--- src/rtl/pix_clkgen_dds.sv ---
// Multi-channel DDS pixel-clock generator: per-channel phase accumulator drives a ce pulse
// train and a ~50% clkout; rate changes apply at a wrap. Define PIX_CLKGEN_PHASE_EN to add cfg_phase.
module pix_clkgen_dds #(
  parameter int NCH = 2,
  parameter int ACC_W = 24,
  parameter int LOCK_CYCLES = 16,
  parameter logic [ACC_W-1:0] DEFAULT_INC = 24'h400000,
  localparam int CH_W = (NCH > 1) ? $clog2(NCH) : 1
) (
  input  logic             clkin,
  input  logic             reset,
  input  logic             cfg_valid,
  output logic             cfg_ready,
  input  logic [CH_W-1:0]  cfg_ch,
  input  logic [ACC_W-1:0] cfg_inc,
`ifdef PIX_CLKGEN_PHASE_EN
  input  logic [ACC_W-1:0] cfg_phase,
`endif
  output logic [NCH-1:0]   ce,
  output logic [NCH-1:0]   clkout,
  output logic [NCH-1:0]   lock
);

  // state      | meaning
  // ST_LOCKED  | rate settled, lock high, holding
  // ST_PENDING | new increment captured, waiting for the next wrap to apply it
  // ST_SETTLE  | new rate running, counting ce pulses until LOCK_CYCLES
  typedef enum logic [1:0] {
    ST_LOCKED  = 2'd0,
    ST_PENDING = 2'd1,
    ST_SETTLE  = 2'd2
  } state_t;

  logic [NCH-1:0] pend_nxt;

  for (genvar i = 0; i < NCH; i++) begin : g_ch
    state_t           state_q, state_d;
    logic [ACC_W-1:0] acc_q, acc_d;
    logic [ACC_W-1:0] inc_q, inc_d;
    logic [ACC_W-1:0] pend_q, pend_d;
    logic [7:0]       cnt_q, cnt_d;
    logic             lock_q, lock_d;
    logic             skip_q, skip_d;
    logic             ce_q, clk_q;
    logic [ACC_W:0]   sum;
    logic             accept;
`ifdef PIX_CLKGEN_PHASE_EN
    logic [ACC_W-1:0] ph_q, ph_d;
`endif

    assign accept = cfg_valid & cfg_ready & (cfg_ch == CH_W'(i));
    assign sum    = {1'b0, acc_q} + {1'b0, inc_q};

    always_comb begin
      state_d = state_q;
      acc_d   = sum[ACC_W-1:0];
      inc_d   = inc_q;
      pend_d  = pend_q;
      cnt_d   = cnt_q;
      lock_d  = lock_q;
      skip_d  = 1'b0;
`ifdef PIX_CLKGEN_PHASE_EN
      ph_d    = ph_q;
`endif
      if (accept) begin
        pend_d  = cfg_inc;
`ifdef PIX_CLKGEN_PHASE_EN
        ph_d    = cfg_phase;
`endif
        lock_d  = 1'b0;
        cnt_d   = '0;
        state_d = ST_PENDING;
      end else begin
        case (state_q)
          // a zero increment never wraps, so it must not block the apply
          ST_PENDING: begin
            if (sum[ACC_W] || (inc_q == '0)) begin
              inc_d   = pend_q;
              skip_d  = 1'b1;
              state_d = ST_SETTLE;
`ifdef PIX_CLKGEN_PHASE_EN
              acc_d   = ph_q;
`endif
            end
          end
          ST_SETTLE: begin
            // skip_q masks the ce produced by the apply-cycle carry
            if (ce_q && !skip_q) begin
              cnt_d = cnt_q + 8'd1;
              if (cnt_d == 8'(LOCK_CYCLES)) begin
                lock_d  = 1'b1;
                state_d = ST_LOCKED;
              end
            end
          end
          default: ;
        endcase
      end
    end

    always_ff @(posedge clkin) begin
      if (reset) begin
        state_q <= ST_SETTLE;
        acc_q   <= '0;
        inc_q   <= DEFAULT_INC;
        pend_q  <= '0;
        cnt_q   <= '0;
        lock_q  <= 1'b0;
        skip_q  <= 1'b0;
        ce_q    <= 1'b0;
        clk_q   <= 1'b0;
`ifdef PIX_CLKGEN_PHASE_EN
        ph_q    <= '0;
`endif
      end else begin
        state_q <= state_d;
        acc_q   <= acc_d;
        inc_q   <= inc_d;
        pend_q  <= pend_d;
        cnt_q   <= cnt_d;
        lock_q  <= lock_d;
        skip_q  <= skip_d;
        ce_q    <= sum[ACC_W];
        clk_q   <= sum[ACC_W-1];
`ifdef PIX_CLKGEN_PHASE_EN
        ph_q    <= ph_d;
`endif
      end
    end

    assign pend_nxt[i] = (state_d == ST_PENDING);
    assign ce[i]       = ce_q;
    assign clkout[i]   = clk_q;
    assign lock[i]     = lock_q;
  end

  // ready follows the next-state view so it drops right after an accept
  always_ff @(posedge clkin) begin
    if (reset) cfg_ready <= 1'b0;
    else       cfg_ready <= ~|pend_nxt;
  end

endmodule

--- config.mk ---
export PLATFORM = sky130hd
export DESIGN_NAME = pix_clkgen_dds
export DESIGN_NICKNAME = d
export VERILOG_FILES = /design/src/rtl/pix_clkgen_dds.sv
export SDC_FILE = /design/constraint.sdc
export NUM_CORES = 1
export LEC_CHECK = 0
export CAP_MARGIN = 20
export CORE_MARGIN = 1.5
export CORE_UTILIZATION = 55
export DETAILED_ROUTE_END_ITERATION = 12
export GPL_ROUTABILITY_DRIVEN = 0
export PLACE_DENSITY = 0.84
export SETUP_SLACK_MARGIN = 0.2
export SYNTH_ARGS = -nofsm -noshare
export SYNTH_HDL_FRONTEND = slang
export SYNTH_SLANG_ARGS = --single-unit
--- constraint.sdc ---
create_clock -name clkin -period 3 [get_ports clkin]
set_input_delay 0.45 -clock clkin [delete_from_list [all_inputs] [get_ports clkin]]
set_output_delay 0.45 -clock clkin [all_outputs]
set_load 0.03 [all_outputs]
==> results.py, run 1 <==
metrics = {
    "status": {
        "outcome": "finished, violations left",
        "failing_checks": "DRC",
    },
    "timing": {
        "hold_violations": 0,
        "layout_setup_ws_ns": 0.0254,
        "timing_worst_slew_pin_value_ns": 0.848,
        "timing.max_slew.rel_slack_pct": 43.5,
        "rsz0062_at_grt": "yes",
        "count_of_endpoints_failing_setup_in_the_final_report": 0,
        "final.min_clock_period_ns": 2.97,
        "layout_worst_path_cycle_share_pct": 99.2,
        "skew_ns": 0.00708,
        "fmax_mhz": 336,
        "holdWs_ns": 0.454,
        "final_max_slew_viol_count": 0,
    },
    "logic_synthesis": {
        "ys_async_sr_fraction_pct": 0,
        "postSynthRegisterBits": 171,
        "postSynthAreaPerCell_um2": 8.68,
        "synth.top_cells.by_area": "dfxtp_1, ha_1, nor2_1",
        "yosys_most_used_dff": "dfxtp_1",
        "post_synth_num_cell_types": 65,
        "yosysSeqAreaShare_pct": 41.2,
        "synthesis.instances": 958,
        "synth_top_area_share_pct": 41.2,
        "synth_warnings": 0,
        "synth-edff-count": 0,
        "synth_top_cell_by_area": "dfxtp_1",
        "synthesis.nets": 1043,
        "synth_area_um2": 8320,
    },
    "final_layout": {
        "fin_cells": 1185,
        "layout.cells.most_common_list": "dfxtp_1, nor2_1, nand2_1",
        "num-fill-cells": 1134,
        "area_growth_syn_to_layout_pct": 16.2,
        "layout-drive-gt1-share_pct": 8.69,
        "antenna_cells_inserted": 0,
        "finish.utilization_pct": 66.0,
        "most_common_library_cell_in_the_layout_ignoring_fill_and_taps": "dfxtp_1",
        "num-nets-final": 1074,
    },
    "floorplan": {
        "floorplan.core_area_um2": 14600,
        "floorplan.die.height_um": 126,
        "rows": 44,
        "floorplan.die.width_um": 126,
        "die_area_um2": 15900,
        "floorplan.initialDensity_pct": 56.8,
        "floorplan.io_pins": 35,
    },
    "place": {
        "dpl_worst_slack_ns": 0.0202,
        "port-buffer-count": 34,
        "placedCellCount": 1142,
        "hpwlAfterDp_mm": 12.1,
    },
    "detailed_routing": {
        "drtIter0Drc": 468,
        "detailroute.via_count": 6948,
        "remaining_drc_errors": 3,
        "finalWirelength_mm": 18.7,
        "drt_pre_antenna_iters": 8,
        "wl_per_cell_um": 15.8,
        "vias_per_cell": 5.86,
        "route.antenna.remaining_nets": 0,
    },
    "global_route": {
        "track_usage_pct": 23.3,
        "grt_first_pass_wirelength_mm": 30.2,
        "grt_max_degree": 114,
        "antenna_found_initial": 0,
        "grt_pass1_vias": 6355,
        "global_route.overflow_total": 0,
    },
    "setup_path": {
        "worst_r2r_path_cells": 11,
        "cp_data_arrival_time_ns": 3.28,
        "worst-path-max-fanout": 6,
        "category_of_the_worst_setup_path_launch_point": "register",
        "worstPathRequired_ns": 3.30,
        "worst-setup-path-type": "reg2reg",
        "critPathCaptureType": "register",
    },
    "clock_network": {
        "cts_max_path_buffers": 2,
        "postCtsHoldBufs": 0,
        "worstSkewPairLatency_ns": 0.43,
        "cts_tree": "yes",
        "clkTransAtPathRegs_ns": 0.07,
        "cts.sink_count": 171,
        "cts_inserted_buffers": 17,
        "clock_tree.root_cell": "clkbuf_16",
        "h-tree-depth": 4,
    },
    "power": {
        "internal_power_w": 0.00381,
        "peakVddDrop_mv": 0.452,
        "swShare_pct": 22.4,
        "power_frac_clock_pct": 47.3,
        "p_seq_share_pct": 47.5,
        "p_leak_nw": 4.30,
        "relative_contribution_of_combinational_cells_to_total_power_pct": 5.2,
        "power.density_nw_per_um2": 508,
        "p_sw_w": 0.00110,
    },
    "hold_path": {
        "worstHoldPathCells": 2,
        "min_path_type": "reg2reg",
    },
    "flow_run": {
        "max_cap_viol_count": 0,
    },
}
[synthesized netlist by cell type, types with 5 or more instances]
library cell	number
dfxtp_1	171
nor2_1	135
nand2_1	134
a21oi_1	80
ha_1	55
mux2i_1	48
a21o_1	31
clkbuf_1	31
xor2_1	25
o21ai_0	24
nor3_1	19
xnor2_1	19
a211oi_1	16
inv_1	14
nand3_1	13
nor4_1	13
o21a_1	11
nand4_1	10
nor2b_1	9
and3_1	8
buf_4	8
nand2b_1	8
o211ai_1	5
[final timing paths]
kind | start | to | slack [ns]
worst max-delay path | g_ch[1].inc_q[0] | g_ch[1].inc_q[13] | 0.03
worst min-delay path | g_ch[1].pend_q[10] | g_ch[1].pend_q[10] | 0.45
worst max register to register | g_ch[1].inc_q[0] | g_ch[1].inc_q[13] | 0.03
worst min register to register | g_ch[1].pend_q[10] | g_ch[1].pend_q[10] | 0.45
[through the flow]
| stage | TNS (ns) | cell area, um2 | power, W |
|---|---|---|---|
| after floorplan | 0 | 8330 | 0.00254 |
| after global placement | 0 | 8790 | 0.00262 |
| after detailed placement | 0 | 8790 | 0.00263 |
| after CTS | 0 | 9490 | 0.00492 |
| after global routing | -0.291 | 9670 | 0.00506 |
| final | 0 | 9670 | 0.00491 |
[logic make-up (layout without fill, tap and decap cells)]
kind of cell	count (synthesis)	count (layout)	synth area share [%]
and+or+nand+nor	375	375	20.4
xor gates and xnor gates	44	44	4.63
buffers and inverters	59	102	3.43
DFF	171	171	41.2
adders and majority gates	57	57	8.75
muxes	49	49	5.91
AOI/OAI and AO/OA	203	203	15.7
[worst max-delay path, cell delays in order, from the launching register on]
cell and delay [ns]:
dfxtp_2 0.33, ha_4 0.16, fa_2 0.33, a211o_1 0.28
o2111ai_2 0.12, a31oi_4 0.13, a22o_4 0.28, or4_4 0.55
nand4_4 0.21, buf_6 0.15, mux2i_2 0.23, nor2_1 0.06
[routing by layer]
metal	routed length, um	global-route usage [%]	share of wire, %
met1	8530	30.3	46
met3	908	4.33	4.9
met2	8930	38.9	48
met4	305	8.32	1.6
met5	0	0	0
[power by group through the flow]
stage	registers (W)	clock network (W)	logic, W
2_1_floorplan	0.00238	0	0.000159
3_3_place_gp	0.00238	0	0.000240
3_5_place_dp	0.00238	0	0.000246
4_1_cts	0.00233	0.00234	0.000249
5_1_grt	0.00233	0.00244	0.000280
6_report	0.00233	0.00233	0.000255
[repair_timing]
item                                    in CTS  in global routing
buffers inserted                             6                  3
gates cloned                                 0                  3
endpoints found under the setup margin      51                 54
pin swaps                                    0                  5
gates resized for setup                      8                 19
[registers in the layout, indices dropped and copies added (netlist names), 2 cells and up]
signal	cells
g_ch.state_q	4
g_ch.skip_q	2
g_ch.ce_q	2
g_ch.pend_q	48
g_ch.inc_q	48
g_ch.cnt_q	16
g_ch.acc_q	48
g_ch.lock_q	2
[final cells by class]
class	count	area (um2)	share of cell area (%)
inverters	14	52.6	0.544
flip-flops and latches	171	3430	35.4
clock buffers	18	429	4.44
repair buffers	57	619	6.41
clock inverters	13	191	1.98
well taps	184	230	2.38
multi-input cells	728	4720	48.8
(Power assumes the default switching activity.)
==> run 2: changes to the inputs <==
--- a/config.mk
+++ b/config.mk
@@ -5,7 +5,7 @@
 export SDC_FILE = /design/constraint.sdc
 export NUM_CORES = 1
 export LEC_CHECK = 0
-export CAP_MARGIN = 20
+export ABC_CLOCK_PERIOD_IN_PS = 3000
 export CORE_MARGIN = 1.5
 export CORE_UTILIZATION = 55
 export DETAILED_ROUTE_END_ITERATION = 12
==> results of run 2 <==
The final DEF is identical to that of run 1; final timing and power are the same.
